[src/rtl/countdown_timer_pkg.sv]
// Shared types and constants for the MM:SS BCD countdown timer.
//   state_t      : controller states (IDLE/RUN/PAUSE/DONE)
//   TENS_W/UNITS_W, TENS_MAX/UNITS_MAX : BCD digit widths and limits
//   clamp_tens/clamp_units : saturate an out-of-range preset digit
package countdown_timer_pkg;

    typedef enum logic [1:0] {
        ST_IDLE  = 2'd0,
        ST_RUN   = 2'd1,
        ST_PAUSE = 2'd2,
        ST_DONE  = 2'd3
    } state_t;

    localparam int TENS_W  = 3;
    localparam int UNITS_W = 4;

    localparam logic [TENS_W-1:0]  TENS_MAX  = 3'd5;
    localparam logic [UNITS_W-1:0] UNITS_MAX = 4'd9;

    function automatic logic [TENS_W-1:0] clamp_tens(input logic [TENS_W-1:0] v);
        return (v > TENS_MAX) ? TENS_MAX : v;
    endfunction

    function automatic logic [UNITS_W-1:0] clamp_units(input logic [UNITS_W-1:0] v);
        return (v > UNITS_MAX) ? UNITS_MAX : v;
    endfunction

endpackage

[src/rtl/countdown_timer_bcd60_down.sv]
// bcd60_down: 0..59 BCD down-counter (tens 0..5, units 0..9).
//   i_clk, i_rst_n      : clock, synchronous active-low reset
//   i_dec               : decrement by one this cycle
//   i_load              : load i_load_tens/i_load_units (wins over i_dec)
//   o_tens, o_units     : current value (registered)
//   o_zero              : value is 00
//   o_bo                : borrow-out, i_dec while value is 00 (wraps to 59)
module bcd60_down
    import countdown_timer_pkg::*;
(
    input  logic               i_clk,
    input  logic               i_rst_n,
    input  logic               i_dec,
    input  logic               i_load,
    input  logic [TENS_W-1:0]  i_load_tens,
    input  logic [UNITS_W-1:0] i_load_units,
    output logic [TENS_W-1:0]  o_tens,
    output logic [UNITS_W-1:0] o_units,
    output logic               o_zero,
    output logic               o_bo
);

    logic [TENS_W-1:0]  r_tens;
    logic [UNITS_W-1:0] r_units;
    logic               w_zero;

    assign w_zero  = (r_tens == '0) && (r_units == '0);
    assign o_zero  = w_zero;
    assign o_bo    = i_dec & w_zero;
    assign o_tens  = r_tens;
    assign o_units = r_units;

    always_ff @(posedge i_clk) begin
        if (!i_rst_n) begin
            r_tens  <= '0;
            r_units <= '0;
        end else if (i_load) begin
            r_tens  <= i_load_tens;
            r_units <= i_load_units;
        end else if (i_dec) begin
            if (r_units == '0) begin
                r_units <= UNITS_MAX;
                r_tens  <= (r_tens == '0) ? TENS_MAX : r_tens - 3'd1;
            end else begin
                r_units <= r_units - 4'd1;
            end
        end
    end

endmodule

[src/rtl/countdown_timer.sv]
// countdown_timer: MM:SS BCD countdown with programmable-length alarm.
//   CLK, RST           : clock, synchronous active-low reset
//   EN                 : 1 Hz tick, one CLK wide
//   LOAD/START/STOP    : control requests, priority STOP > LOAD > START
//   SET_MH..SET_SL     : preset digits (clamped to 5/9 on load)
//   MH, ML, SH, SL     : current value (registered)
//   BUSY               : counting (RUN)
//   ALARM              : terminal count reached (DONE)
//   BO                 : combinational minute borrow strobe
module countdown_timer
    import countdown_timer_pkg::*;
#(
    parameter int ALARM_LEN = 10
) (
    input  logic               CLK,
    input  logic               RST,
    input  logic               EN,
    input  logic               LOAD,
    input  logic               START,
    input  logic               STOP,
    input  logic [TENS_W-1:0]  SET_MH,
    input  logic [UNITS_W-1:0] SET_ML,
    input  logic [TENS_W-1:0]  SET_SH,
    input  logic [UNITS_W-1:0] SET_SL,
    output logic [TENS_W-1:0]  MH,
    output logic [UNITS_W-1:0] ML,
    output logic [TENS_W-1:0]  SH,
    output logic [UNITS_W-1:0] SL,
    output logic               BUSY,
    output logic               ALARM,
    output logic               BO
);

    state_t     r_state;
    logic [7:0] r_alarm_cnt;
    logic       r_busy;
    logic       r_alarm;

    logic w_run;
    logic w_load_ok;
    logic w_sec_dec;
    logic w_sec_bo;
    logic w_min_bo;
    logic w_sec_zero;
    logic w_min_zero;
    logic w_nonzero;
    logic w_last_tick;

    assign w_run     = (r_state == ST_RUN);
    // STOP masks the lower-priority requests in the same cycle.
    assign w_load_ok = LOAD & ~STOP & ~w_run;
    assign w_sec_dec = EN & w_run & ~STOP;
    assign w_nonzero = ~(w_sec_zero & w_min_zero);

    // RUN never holds 00:00, so the decrement that lands on zero is the one
    // from 00:01; detecting it here lets DONE start on the same edge.
    assign w_last_tick = w_sec_dec & w_min_zero & (SH == '0) & (SL == 4'd1);

    assign BO = EN & w_run & w_sec_zero & ~w_min_zero;

    bcd60_down u_sec (
        .i_clk        (CLK),
        .i_rst_n      (RST),
        .i_dec        (w_sec_dec),
        .i_load       (w_load_ok),
        .i_load_tens  (clamp_tens(SET_SH)),
        .i_load_units (clamp_units(SET_SL)),
        .o_tens       (SH),
        .o_units      (SL),
        .o_zero       (w_sec_zero),
        .o_bo         (w_sec_bo)
    );

    bcd60_down u_min (
        .i_clk        (CLK),
        .i_rst_n      (RST),
        .i_dec        (w_sec_bo),
        .i_load       (w_load_ok),
        .i_load_tens  (clamp_tens(SET_MH)),
        .i_load_units (clamp_units(SET_ML)),
        .o_tens       (MH),
        .o_units      (ML),
        .o_zero       (w_min_zero),
        .o_bo         (w_min_bo)
    );

    always_ff @(posedge CLK) begin
        if (!RST) begin
            r_state     <= ST_IDLE;
            r_alarm_cnt <= '0;
            r_busy      <= 1'b0;
            r_alarm     <= 1'b0;
        end else begin
            case (r_state)
                ST_IDLE: begin
                    if (!STOP && !LOAD && START && w_nonzero) begin
                        r_state <= ST_RUN;
                        r_busy  <= 1'b1;
                    end
                end
                ST_RUN: begin
                    if (STOP) begin
                        r_state <= ST_PAUSE;
                        r_busy  <= 1'b0;
                    end else if (w_last_tick) begin
                        r_state     <= ST_DONE;
                        r_busy      <= 1'b0;
                        r_alarm     <= 1'b1;
                        r_alarm_cnt <= '0;
                    end
                end
                ST_PAUSE: begin
                    if (STOP) begin
                        r_state <= ST_PAUSE;
                    end else if (LOAD) begin
                        r_state     <= ST_IDLE;
                        r_alarm_cnt <= '0;
                    end else if (START && w_nonzero) begin
                        r_state <= ST_RUN;
                        r_busy  <= 1'b1;
                    end
                end
                ST_DONE: begin
                    if (STOP || LOAD) begin
                        r_state     <= ST_IDLE;
                        r_alarm     <= 1'b0;
                        r_alarm_cnt <= '0;
                    end else if (EN) begin
                        if (r_alarm_cnt == 8'(ALARM_LEN - 1)) begin
                            r_state     <= ST_IDLE;
                            r_alarm     <= 1'b0;
                            r_alarm_cnt <= '0;
                        end else begin
                            r_alarm_cnt <= r_alarm_cnt + 8'd1;
                        end
                    end
                end
                default: begin
                    r_state <= ST_IDLE;
                    r_busy  <= 1'b0;
                    r_alarm <= 1'b0;
                end
            endcase
        end
    end

    assign BUSY  = r_busy;
    assign ALARM = r_alarm;

endmodule

[config.mk]
export PLATFORM = sky130hd
export DESIGN_NAME = countdown_timer
export DESIGN_NICKNAME = d
export VERILOG_FILES = /design/src/rtl/countdown_timer_pkg.sv /design/src/rtl/countdown_timer_bcd60_down.sv /design/src/rtl/countdown_timer.sv
export SDC_FILE = /design/constraint.sdc
export NUM_CORES = 1
export LEC_CHECK = 0
export CAP_MARGIN = 20
export CORE_MARGIN = 8
export CORE_UTILIZATION = 30
export DETAILED_ROUTE_END_ITERATION = 10
export GPL_TIMING_DRIVEN = 1
export MAX_ROUTING_LAYER = met4
export PLACE_DENSITY = 0.51
export SYNTH_ARGS = -nofsm -noshare
export SYNTH_HDL_FRONTEND = slang
export SYNTH_SLANG_ARGS = --single-unit
[constraint.sdc]
create_clock -name CLK -period 2 [get_ports CLK]
set_clock_uncertainty 0.2 [all_clocks]
set_input_delay 0.4 -clock CLK [delete_from_list [all_inputs] [get_ports CLK]]
set_output_delay 0.4 -clock CLK [all_outputs]
set_load 0.1 [all_outputs]
# Yosys cells after proc, flatten, opt, wreduce, memory -nomap -nowiden
# Cells that the tools add are included.
[op_classes] n_bitwise=15 eq_ne=16 order_cmp=4 muxes=49 add_sub_neg=5 reduce_logical=27
[op_table] op="8-bit two-way mux" count=7
[op_table] op="4-bit two-way mux" count=8
[op_table] op="3-bit two-way mux" count=10
[op_table] op="8-bit one-hot mux with 3 select lines" count=1
[op_table] op="2-bit two-way mux" count=9
[op_table] op="2-bit != test (second input constant)" count=6
[op_table] op="6-bit AND reduction" count=2
[op_table] op="1-bit AND" count=11
[op_table] op="1-bit two-way mux" count=11
[op_table] op="5-bit AND reduction" count=2
[op_table] op="2-bit nonzero test" count=5
[op_table] op="8-bit by 1-bit adder with 8-bit output (second input constant)" count=1
[op_table] op="8-bit by 4-bit equality test with 1-bit output (second input constant)" count=1
[op_table] op="4-bit > comparator (second input constant)" count=2
[op_table] op="4-bit zero test" count=2
[op_table] op="2-bit one-hot mux with 4 select lines" count=1
[op_table] op="4-bit by 1-bit subtractor with 4-bit output (second input constant)" count=2
[op_table] op="3-bit > comparator (second input constant)" count=2
[op_table] op="1-bit logical AND" count=6
[op_table] op="3-bit zero test" count=2
[op_table] op="3-bit != test (second input constant)" count=2
[op_table] op="3-bit nonzero test" count=2
[op_table] op="3-bit by 1-bit subtractor with 3-bit output (second input constant)" count=2
[op_table] op="2-bit equality test (second input constant)" count=2
[op_table] op="12 further kinds" count=17
[totals] word_cells=124 register_bits=26 output_inout_bits=17 in_bits=20

# Depth between registers and ports, before layout
# Gate-level depths: netlist of the first run.
[depth] ltp_word=9 ltp_mapped=7 depth_no_buf=6

# Hierarchy
# A second synthesis of the first run with hierarchy kept.
[hier_totals] cells_unflattened=216 area_unflattened_um2=1808.0
[by_module_without_submodules] module="countdown_timer" seq_area_each_um2=240.2 cells_each=122 instances=1 area_each_um2=1039.7
[by_module_without_submodules] module="bcd60_down" seq_area_each_um2=140.1 cells_each=47 instances=2 area_each_um2=384.1

# Worst setup path before layout of the first run
# OpenSTA, ideal clock, no wires.
[synth_path] path_kind="flip-flop to output port" startpoint="register u_min.r_units[3], in the netlist u_min.o_units[3]" endpoint="output port BO" setup_slack_ns=-2.278 path_buffers=0 path_stages_with_launch=4 arrival_ns=3.678 t_required_ns=1.400 cell_sequence="dfxtp_1 -> nor4_2 -> and2_1 -> nor3b_1"
[synth_between] elab_chain_len=4
[synth_rtl] element="start: declaration" line="countdown_timer_bcd60_down.sv:24" text="logic [UNITS_W-1:0] r_units;"
[synth_rtl] element="start signal: assignment" line="countdown_timer_bcd60_down.sv:39" text="r_units <= i_load_units;"
[synth_rtl] element="start signal: assignment" line="countdown_timer_bcd60_down.sv:45" text="r_units <= r_units - 4'd1;"
[synth_rtl] element="4-bit zero test" line="countdown_timer_bcd60_down.sv:27" text="assign w_zero = (r_tens == '0) && (r_units == '0);"
[synth_rtl] element="1-bit logical AND" line="countdown_timer_bcd60_down.sv:27"
[synth_rtl] element="1-bit inverter" line="countdown_timer.sv:59" text="assign BO = EN & w_run & w_sec_zero & ~w_min_zero;"
[synth_rtl] element="1-bit AND" line="countdown_timer.sv:59"
[synth_rtl] element="end: declaration" line="countdown_timer.sv:31" text="output logic BO"
# No other way between the ends.

# Worst setup path after layout of the first run
[layout_path] startpoint="register u_sec.r_units[1], in the netlist u_sec.o_units[1]" endpoint="output port BO"
[layout_between] elab_chain_len=4
[layout_rtl] element="start: declaration" line="countdown_timer_bcd60_down.sv:24"
[layout_rtl] element="start signal: assignment" line="countdown_timer_bcd60_down.sv:39"
[layout_rtl] element="start signal: assignment" line="countdown_timer_bcd60_down.sv:45"
[layout_rtl] element="4-bit zero test" line="countdown_timer_bcd60_down.sv:27"
[layout_rtl] element="1-bit logical AND" line="countdown_timer_bcd60_down.sv:27"
[layout_rtl] element="1-bit AND (2 in a row)" line="countdown_timer.sv:59"
# No other way between the ends.

==> out/results.ini, run 1 <==
[timing]
drv_slew=0
setup_viol=2
relSlewSlack_pct=66.9
fmax_ghz=0.479
timing.final.ws_setup_ns=-0.0867
period_share_pct=104
timing.hold.ws_ns=0.325
finalHoldViolCount=0
finalCriticalPeriod_ns=2.09
rsz0062_at_grt=yes
tns_ns=-0.0956
worst_slew_pin_slew_ns=0.496

[global_route]
grt_pass1_vias=1797
grt_overflow=0
track_usage_pct=13.0
antenna_found_initial=0
grt_pass1_wl_mm=8.78
grt_max_degree=17

[finish]
fillers=510
synthToLayoutAreaGrowth_pct=69.6
diodes=0
final_layout_size_suffix_gt1_share_pct=38.9
postLayoutCoreUtil_pct=51.6
final_nets=293
final_area_sq_mm=0.00279

[hold_path]
min_path_type=register to register
hp-start=r_alarm_cnt[7]

[clock_network]
numClockSinks=26
htreeDepth=1
cts.clk_slew.worst_paths_ns=0.09
cts_tree=yes
cts_root_buf=clkbuf_8
worstSkewPairLatency_ns=0.27
numCtsBuffers=3
clockBufferDepth=2

[setup_path]
slowest_delay_ns=0.35
worstPathCellList=nor4_4 > buf_6 > nor3b_4 > buf_12
path_class=register to output port
setup.worst_path.start=u_sec.o_units[1]
endpoint=BO
worstPathRequired_ns=1.40
reg2regPathDepth=6
rr_endpoint=r_alarm_cnt[1]
cp-start-kind=register
timing.rr.start=u_sec.o_units[1]
r2r_slack_ns=-0.01
critPathSlowestCell=dfxtp_2
crit_arrival_ns=1.49
worst-path-max-fanout=2
end_kind=output port

[synthesis]
synth.area.top_cells=dfxtp_1 (32%), o21ai_0 (3.7%), a311oi_1 (3.2%)
synth_fp_nets=213
synth_largest_area_cell=dfxtp_1
synth_area_per_cell_sq_um=8.61
yosys_warnings=0
yosysTopAreaCellShare_pct=31.7
synth_edf_count=0
synth_cells=191
synth_top_family_by_area=simple AND/OR/NAND/NOR gates
synth_common_cells=dfxtp_1 (26), o21ai_0 (12)
synth_seq_cells=26
ys.flop_type=dfxtp_1
synth_fa_ha_area_share_pct=1.52
synth_xor_area_share_pct=3.73
synth_compound_area_share_pct=27.9
yosysUniqueCellTypes=56
synth_mux_area_share_pct=0.609
yosys.area_share.simple_pct=30.1
yosysMostFrequentCell=dfxtp_1
postSynth.asyncResetShare_pct=0
synth_area_sq_mm=0.00164
ys_seq_area_share_pct=31.7

[drt]
vias_per_cell=5.37
dr.pass1.iters=5
antenna_left=0
wire_per_inst_microns=15.3
drc=0
vias=1838
drt-initial-drc-count=79
routed_wl_mm=5.24

[placement]
portBuffers=36
placed_cell_area_sq_mm=0.00259
gp_congestion=0.827
post-dp-hpwl_mm=3.89

[job]
cap_viol_max_count=0

[floorplanning]
num_rows=27
die_w_microns=90.0
core_sq_mm=0.00541
initial_core_util_pct=30.4
die_area_sq_mm=0.00811
boundaryPins=37
dieHeight_microns=90.0

[power]
p_leak_nw=1.07
swShare_pct=35.0
p_switching_mw=0.539
power.internal_mw=1.00
power.density_mw_per_mm2=552
vdd_drop_max_mv=0.303
combPwrFrac_pct=40.5
p_seq_share_pct=37.6
total_power_mw=1.54
p_clk_share_pct=22.0

[status]
status=complete, but fails checks
violations=setup timing

cells in the final DEF (no fill, tap or decap), types with 5 or more instances in the layout:
master / instances
buf_4: 44
nor3_1: 9
o21ai_0: 12
clkdlybuf4s50_1: 16
nand4_1: 5
buf_12: 17
nor2_1: 9
a21oi_1: 7
xor2_1: 5
o22a_1: 5
nand4b_1: 5
nand3_1: 7
a211oi_1: 5
a311oi_1: 5
dfxtp_2: 10
dfxtp_1: 12
inv_1: 7
nand2_1: 9
buf_6: 6
worst min-delay path by stage:
stage	depth (start not counted)	endpoint	slack, ns
after floorplan	1	r_alarm_cnt[7]	0.27
after global placement	1	r_alarm_cnt[7]	0.30
after detailed placement	1	r_alarm_cnt[7]	0.30
after CTS	1	r_alarm_cnt[7]	0.32
after global routing	1	r_alarm_cnt[7]	0.35
final	1	r_alarm_cnt[7]	0.33
through the flow:
step           cells  setup WS, ns
3_5_place_dp     330        -0.371
2_1_floorplan    191        -0.628
3_3_place_gp     330        -0.353
4_1_cts          341       -0.0793
6_report         342       -0.0867
5_1_grt          342        -0.156
power groups by stage:
stage                     Combinational [mW]  Clock (mW)  Sequential (mW)
after detailed placement               0.570           0            0.590
after floorplan                        0.158           0            0.743
after global placement                 0.572           0            0.590
final                                  0.623       0.338            0.578
after global routing                   0.659       0.381            0.582
after CTS                              0.610       0.356            0.578
metal layers:
metal  wire, microns  global-route usage, %  vias to the layer above
li1                -                      -                      914
met1            2550                   17.3                      855
met2            2360                   19.6                       58
met3             252                   2.00                       11
met4              76                   3.74                        0
met5               0                      -                        -
state kept, by name (all words and copies together) (netlist names):
name and cells:
BUSY 1, ALARM 1, u_sec.o_units 4, u_min.o_units 4
r_state 2, u_min.o_tens 3, u_sec.o_tens 3, r_alarm_cnt 8
critical path: cells and delay by family, from the launching register on:
family	cells	cell delay, ns
simple gates	2	0.52
flops	1	0.35
buf+inv	2	0.34
logic make-up (layout without fill, tap and decap cells):
| family | Yosys count | count (layout) |
|---|---|---|
| adder cells (fa/ha/maj) | 2 | 2 |
| AO/OA/AOI/OAI | 62 | 62 |
| AND/OR/NAND/NOR | 75 | 75 |
| flip-flops | 26 | 26 |
| buffers and inverters | 18 | 97 |
| XOR/XNOR | 7 | 7 |
| multiplexers | 1 | 1 |
what timing repair did:
action,in CTS,in global routing
hold buffers,0,0
pin swaps,7,3
cloned,0,0
gates resized for setup,13,10
setup buffers,7,2
endpoints found under the setup margin,11,12
hold endpoints to repair,0,0
layout make-up:
class	instances	area, sq um	share of cell area, %
Sequential cell	26	548	19.7
Multi-Input combinational cell	147	1140	40.9
Tap cell	72	90.1	3.23
Timing Repair Buffer	86	928	33.3
Clock buffer	4	55.1	1.97
Inverter	7	26.3	0.943
(Power assumes the default switching activity.)
==> run 2: changes to the inputs <==
--- a/config.mk
+++ b/config.mk
@@ -9,9 +9,10 @@
 export CORE_MARGIN = 8
 export CORE_UTILIZATION = 30
 export DETAILED_ROUTE_END_ITERATION = 10
+export DONT_BUFFER_PORTS = 1
 export GPL_TIMING_DRIVEN = 1
 export MAX_ROUTING_LAYER = met4
-export PLACE_DENSITY = 0.51
+export PLACE_DENSITY = 0.42
 export SYNTH_ARGS = -nofsm -noshare
 export SYNTH_HDL_FRONTEND = slang
 export SYNTH_SLANG_ARGS = --single-unit
==> run 2 against run 1 <==
Compared with the run above:
- the run still ends with setup timing left
- largest cell class unchanged
- combinational power is 23% lower
- flip-flop and latch count stayed put
- sequential power fell by 0.7%
- sequential share of layout area up 5.1 points
- global-route usage shrank 0.13 points
- highest routed layer unchanged
- routed wire length grew 2.3%
- final area down 20%
- first-iteration DRC count increased by 2.5%
==> out/results.ini, run 2 (synthesis results as in run 1) <==
[job]
cap_viol_max_count=0  ; unchanged

[finish]
multi_input_area_sq_mm=0.00113  ; was 0.00114 sq mm
layout_common_cells=buf_4 (45), o21ai_0 (12), dfxtp_2 (12), dfxtp_1 (10)  ; was buf_4 (44), buf_12 (17), clkdlybuf4s50_1 (16), dfxtp_1 (12), o21ai_0 (12)
instances_no_fill=302  ; was 342
top_register=r_alarm_cnt  ; unchanged
final_area_sq_mm=0.00222  ; was 0.00279 sq mm
synthToLayoutAreaGrowth_pct=35.2  ; was 69.6%
final_common_cell=buf_4  ; unchanged
final_layout_size_suffix_gt1_share_pct=35.7  ; was 38.9%
fillers=547  ; was 510
final_nets=253  ; was 293
postLayoutCoreUtil_pct=41.1  ; was 51.6%
largest_reg_flops=8  ; unchanged
diodes=0  ; unchanged
seqCellArea_sq_um=551  ; was 548 sq um

[floorplanning]
die_area_sq_mm=0.00811  ; unchanged
initial_core_util_pct=30.4  ; unchanged
core_sq_mm=0.00541  ; unchanged
dieHeight_microns=90.0  ; unchanged
boundaryPins=37  ; unchanged
die_w_microns=90.0  ; unchanged
num_rows=27  ; unchanged

[timing]
finalHoldViolCount=0  ; unchanged
worst_slew_pin_slew_ns=0.406  ; was 0.496 ns
period_share_pct=107  ; was 104%
setup_viol=2  ; unchanged
rsz0062_at_grt=yes  ; unchanged
relSlewSlack_pct=72.8  ; was 66.9%
finalCriticalPeriod_ns=2.14  ; was 2.09 ns
timing.hold.ws_ns=0.0271  ; was 0.325 ns
timing.final.ws_setup_ns=-0.137  ; was -0.0867 ns
tns_ns=-0.183  ; was -0.0956 ns
fmax_ghz=0.468  ; was 0.479 GHz
drv_slew=0  ; unchanged

[power]
combPwrFrac_pct=32.0  ; was 40.5%
power.internal_mw=0.981  ; was 1.00 mW
p_switching_mw=0.521  ; was 0.539 mW
vdd_drop_max_mv=0.378  ; was 0.303 mV
p_leak_nw=0.828  ; was 1.07 nW
swShare_pct=34.7  ; was 35.0%
total_power_mw=1.50  ; was 1.54 mW
power.density_mw_per_mm2=675  ; was 552 mW/mm^2
p_clk_share_pct=29.8  ; was 22.0%
p_seq_share_pct=38.2  ; was 37.6%

[global_route]
grt_pass1_wl_mm=8.48  ; was 8.78 mm
grt_pass1_vias=1727  ; was 1,797
grt_max_degree=16  ; was 17
track_usage_pct=12.8  ; was 13.0%
grt_overflow=0  ; unchanged
antenna_found_initial=0  ; unchanged

[clock_network]
cts.clk_slew.worst_paths_ns=0.10  ; was 0.09 ns
worstSkewPairLatency_ns=0.28  ; was 0.27 ns
numClockSinks=26  ; unchanged
htreeDepth=1  ; unchanged
numCtsBuffers=3  ; unchanged
clockBufferDepth=2  ; unchanged
cts_tree=yes  ; unchanged
cts_root_buf=clkbuf_8  ; unchanged

[setup_path]
worstPathRequired_ns=1.40  ; about the same
timing.rr.start=u_min.o_units[2]  ; was u_sec.o_units[1]
crit_arrival_ns=1.54  ; was 1.49 ns
end_kind=output port  ; unchanged
path_class=register to output port  ; unchanged
cp-start-kind=register  ; unchanged
setup.worst_path.start=u_sec.o_units[0]  ; was u_sec.o_units[1]
worst-path-max-fanout=3  ; was 2

[drt]
drt-initial-drc-count=81  ; was 79
routed_wl_mm=5.36  ; was 5.24 mm
vias_per_cell=5.62  ; was 5.37
antenna_left=0  ; unchanged
vias=1696  ; was 1,838
wire_per_inst_microns=17.7  ; was 15.3 microns
drc=0  ; unchanged
dr.pass1.iters=4  ; was 5

[placement]
placedCellCount=293  ; was 330
portBuffers=0  ; was 36
place_ws_ns=0.00496  ; was -0.371 ns
post-dp-hpwl_mm=4.00  ; was 3.89 mm
gp_congestion=0.803  ; was 0.827
placed_cell_area_sq_mm=0.00207  ; was 0.00259 sq mm

[hold_path]
hp-start=RST  ; was r_alarm_cnt[7]
min_path_type=input port to register  ; was register to register

[status]
status=complete, but fails checks  ; unchanged
violations=setup timing  ; unchanged

run 2: cell types whose count changed in the layout (fill, tap and decap cells not counted), moves of 2 or more:
| cell | previous run | this run |
|---|---|---|
| clkdlybuf4s50_1 | 16 | 0 |
| dfxtp_2 | 10 | 12 |
| buf_6 | 6 | 0 |
| dfxtp_1 | 12 | 10 |
| buf_12 | 17 | 1 |
| dlygate4sd2_1 | 2 | 0 |
| nand3_1 | 7 | 9 |
| nand3_2 | 2 | 0 |
run 2: critical path, stage by stage (launching register included):
cell and delay [ns]:
dfxtp_4 0.37, nor4_4 0.31, buf_4 0.16, nor3b_4 0.21, buf_12 0.20
run 2: repair_timing:
action | 4_1_cts | 5_1_grt
gates resized for setup | 5 | 7
pin swaps | 4 | 5
hold buffers | 0 | 0
buffers inserted | 3 | 4
endpoints found under the setup margin | 2 | 11
cloned | 0 | 0
run 2: cell type report:
cell class / count / area share (%)
multi-input combinational: 147 / 50.7
sequential: 26 / 24.8
timing repair buffer: 46 / 16.1
tap: 72 / 4.05
clock buffer: 3 / 1.86
clock inverter: 1 / 1.35
inverter: 7 / 1.18
run 2: final timing paths:
path                                    endpoint  slack (ns)  cells after the start
worst max-delay path                          BO       -0.14                      4
worst min-delay path            u_sec.o_units[1]        0.03                      1
worst max register to register   u_min.o_tens[1]       -0.05                      5
worst min register to register    r_alarm_cnt[7]        0.33                      1
run 2: power by group through the flow:
stage	logic [mW]	clock network [mW]	registers [mW]
2_1_floorplan	0.158	0	0.743
3_3_place_gp	0.440	0	0.581
5_1_grt	0.507	0.486	0.576
3_5_place_dp	0.444	0	0.583
4_1_cts	0.466	0.470	0.572
6_report	0.480	0.448	0.574
run 2: per-layer routing:
| metal | routed length, microns | vias to the layer above | track usage, % |
|---|---|---|---|
| li1 | - | 835 | - |
| met2 | 2670 | 43 | 22.0 |
| met3 | 395 | 6 | 4.49 |
| met4 | 36 | 0 | 2.08 |
| met5 | 0 | - | - |
| met1 | 2260 | 812 | 14.2 |
==> run 3: changes to the inputs <==
--- a/config.mk
+++ b/config.mk
@@ -13,6 +13,7 @@
 export GPL_TIMING_DRIVEN = 1
 export MAX_ROUTING_LAYER = met4
 export PLACE_DENSITY = 0.42
+export SETUP_SLACK_MARGIN = 0.5
 export SYNTH_ARGS = -nofsm -noshare
 export SYNTH_HDL_FRONTEND = slang
 export SYNTH_SLANG_ARGS = --single-unit
==> run 3 against run 2 <==
Compared with the run above:
- the run still ends with setup timing left
- flip-flop and latch count did not move
- first-iteration DRC count rose by 8.6%
- combinational power rose by 39%
- total power rose by 4.2%
- critical endpoint unchanged
- sequential power rose by 0.7%
- core utilization rose by 13 points
- clock power fell by 29%
- cell count rose by 5.3%
- final area rose by 31%
- die area did not move
- register-to-register slack improved by 0.05 ns
- non-clock buffer count rose by 16
- largest cell class unchanged
- largest power group is now combinational cells
==> out/results.ini, run 3 (synthesis results as in run 1) <==
[power]
combPwrFrac_pct=42.7  ; was 32.0%
p_switching_mw=0.584  ; was 0.521 mW
p_clk_share_pct=20.4  ; was 29.8%
p_leak_nw=1.02  ; was 0.828 nW
power.internal_mw=0.981  ; about the same
p_seq_share_pct=37.0  ; was 38.2%
vdd_drop_max_mv=0.346  ; was 0.378 mV
total_power_mw=1.57  ; was 1.50 mW
power.density_mw_per_mm2=539  ; was 675 mW/mm^2
swShare_pct=37.3  ; was 34.7%

[floorplanning]
initial_core_util_pct=30.4  ; unchanged
die_w_microns=90.0  ; unchanged
die_area_sq_mm=0.00811  ; unchanged
num_rows=27  ; unchanged
boundaryPins=37  ; unchanged
dieHeight_microns=90.0  ; unchanged
core_sq_mm=0.00541  ; unchanged

[setup_path]
critical-path-top-delay-family=simple AND/OR/NAND/NOR gates  ; unchanged
reg2regPathDepth=7  ; was 5
crit_arrival_ns=1.49  ; was 1.54 ns
worst-path-max-fanout=2  ; was 3
r2r_slack_ns=0  ; was -0.05 ns
cp-start-kind=register  ; unchanged
end_kind=output port  ; unchanged
rr_endpoint=u_min.o_tens[1]  ; unchanged
worstPathRequired_ns=1.40  ; about the same
timing.rr.start=u_sec.o_tens[2]  ; was u_min.o_units[2]
slowest_delay_ns=0.37  ; about the same
critPathSlowestCell=dfxtp_4  ; unchanged
path_class=register to output port  ; unchanged
crit_buf_inv=2  ; unchanged
worstPathCellList=nor3_4 > buf_4 > nand3_2 > nor3b_4 > buf_12  ; was nor4_4 > buf_4 > nor3b_4 > buf_12

[finish]
postLayoutCoreUtil_pct=53.7  ; was 41.1%
largest_reg_flops=8  ; unchanged
diodes=0  ; unchanged
fillers=476  ; was 547
top_register=r_alarm_cnt  ; unchanged
layout_common_cells=buf_6 (26), buf_4 (21), dfxtp_4 (19), buf_12 (11)  ; was buf_4 (45), o21ai_0 (12), dfxtp_2 (12), dfxtp_1 (10)
final_nets=269  ; was 253
seqCellArea_sq_um=593  ; was 551 sq um
final_layout_size_suffix_gt1_share_pct=56.9  ; was 35.7%
multi_input_area_sq_mm=0.00142  ; was 0.00113 sq mm
synthToLayoutAreaGrowth_pct=76.6  ; was 35.2%
final_common_cell=buf_6  ; was buf_4

[drt]
vias=1810  ; was 1,696
drc=0  ; unchanged
wire_per_inst_microns=18.6  ; was 17.7 microns
vias_per_cell=5.69  ; was 5.62
drt-initial-drc-count=88  ; was 81
antenna_left=0  ; unchanged
routed_wl_mm=5.91  ; was 5.36 mm
dr.pass1.iters=5  ; was 4

[timing]
timing.final.ws_setup_ns=-0.0907  ; was -0.137 ns
finalHoldViolCount=0  ; unchanged
tns_ns=-0.0938  ; was -0.183 ns
worst_slew_pin_slew_ns=0.380  ; was 0.406 ns
relSlewSlack_pct=74.6  ; was 72.8%
finalCriticalPeriod_ns=2.09  ; was 2.14 ns
rsz0062_at_grt=yes  ; unchanged
period_share_pct=105  ; was 107%
fmax_ghz=0.478  ; was 0.468 GHz
setup_viol=2  ; unchanged
drv_slew=0  ; unchanged

[job]
cap_viol_max_count=0  ; unchanged

[clock_network]
numClockSinks=26  ; unchanged
numCtsBuffers=3  ; unchanged
clockBufferDepth=2  ; unchanged
cts_tree=yes  ; unchanged
hold_buffers=0  ; unchanged
cts_root_buf=clkbuf_8  ; unchanged
worstSkewPairLatency_ns=0.27  ; was 0.28 ns
cts.clk_slew.worst_paths_ns=0.10  ; about the same
htreeDepth=1  ; unchanged

[placement]
post-dp-hpwl_mm=4.05  ; was 4.00 mm
portBuffers=0  ; unchanged
gp_congestion=0.820  ; was 0.803

[hold_path]
min_path_type=input port to register  ; unchanged
hp-start=RST  ; unchanged
hold_path_depth=2  ; was 1
hold_path_end=u_sec.o_units[3]  ; was u_sec.o_units[1]

[global_route]
grt_overflow=0  ; unchanged
grt_pass1_wl_mm=9.15  ; was 8.48 mm
antenna_found_initial=0  ; unchanged
grt_pass1_vias=1824  ; was 1,727
track_usage_pct=13.9  ; was 12.8%
grt_max_degree=15  ; was 16

[status]
violations=setup timing  ; unchanged
status=complete, but fails checks  ; unchanged

-- run 3: changes by cell type in the layout (fill, tap and decap cells not counted), moves of 4 or more --
cell      change
a211oi_2      +4
nand3_1       -4
dfxtp_2      -11
buf_6        +26
a311oi_1      -5
dfxtp_4      +15
a211oi_1      -4
dfxtp_1       -4
buf_12       +10
a311oi_2      +5
buf_4        -24
buf_8         +4
-- run 3: through the flow --
step           hold slack, ns  worst slack [ns]  instances  area, sq um
4_1_cts                0.0315           -0.0539        310         2540
3_3_place_gp            0.284            0.0570        291         2110
2_1_floorplan           0.275            -0.628        191         1790
3_5_place_dp            0.297            0.0232        291         2110
6_report               0.0255           -0.0907        318         2900
5_1_grt               0.00273            -0.153        318         2900
-- run 3: routing by layer --
layer / global-route usage (%) / share of wire (%) / vias up
met2: 24.0 / 52 / 40
met1: 15.6 / 41 / 898
met4: 3.47 / 1.2 / 0
met5: - / 0 / -
li1: - / - / 866
met3: 3.49 / 5.8 / 6
-- run 3: how the worst max path moves through the flow --
stage                                 from              end  slack (ns)  cells after the start
after floorplan           u_sec.o_units[0]               BO       -0.63                      3
after global placement     u_sec.o_tens[2]  u_min.o_tens[1]        0.06                      5
after detailed placement   u_sec.o_tens[2]  u_min.o_tens[1]        0.02                      5
after CTS                 u_min.o_units[1]               BO       -0.05                      5
after global routing       u_sec.o_tens[2]               BO       -0.15                      5
final                      u_sec.o_tens[2]               BO       -0.09                      5
-- run 3: repair_timing --
item | CTS | global route
buffers inserted | 15 | 8
gates resized for setup | 70 | 61
setup endpoints to repair | 43 | 40
pin swaps | 26 | 24
-- run 3: cell type report --
class,instances,share of cell area [%]
Inverter,7,0.905
Sequential cell,26,20.4
Clock buffer,4,1.55
Tap cell,72,3.10
Timing Repair Buffer,62,25.2
Multi-Input combinational cell,147,48.8
-- run 3: power groups by stage --
stage          Clock (mW)  Sequential, mW  Combinational, mW
3_5_place_dp            0           0.590              0.441
4_1_cts             0.340           0.576              0.556
3_3_place_gp            0           0.588              0.439
5_1_grt             0.358           0.582              0.698
6_report            0.318           0.578              0.668
2_1_floorplan           0           0.741              0.172
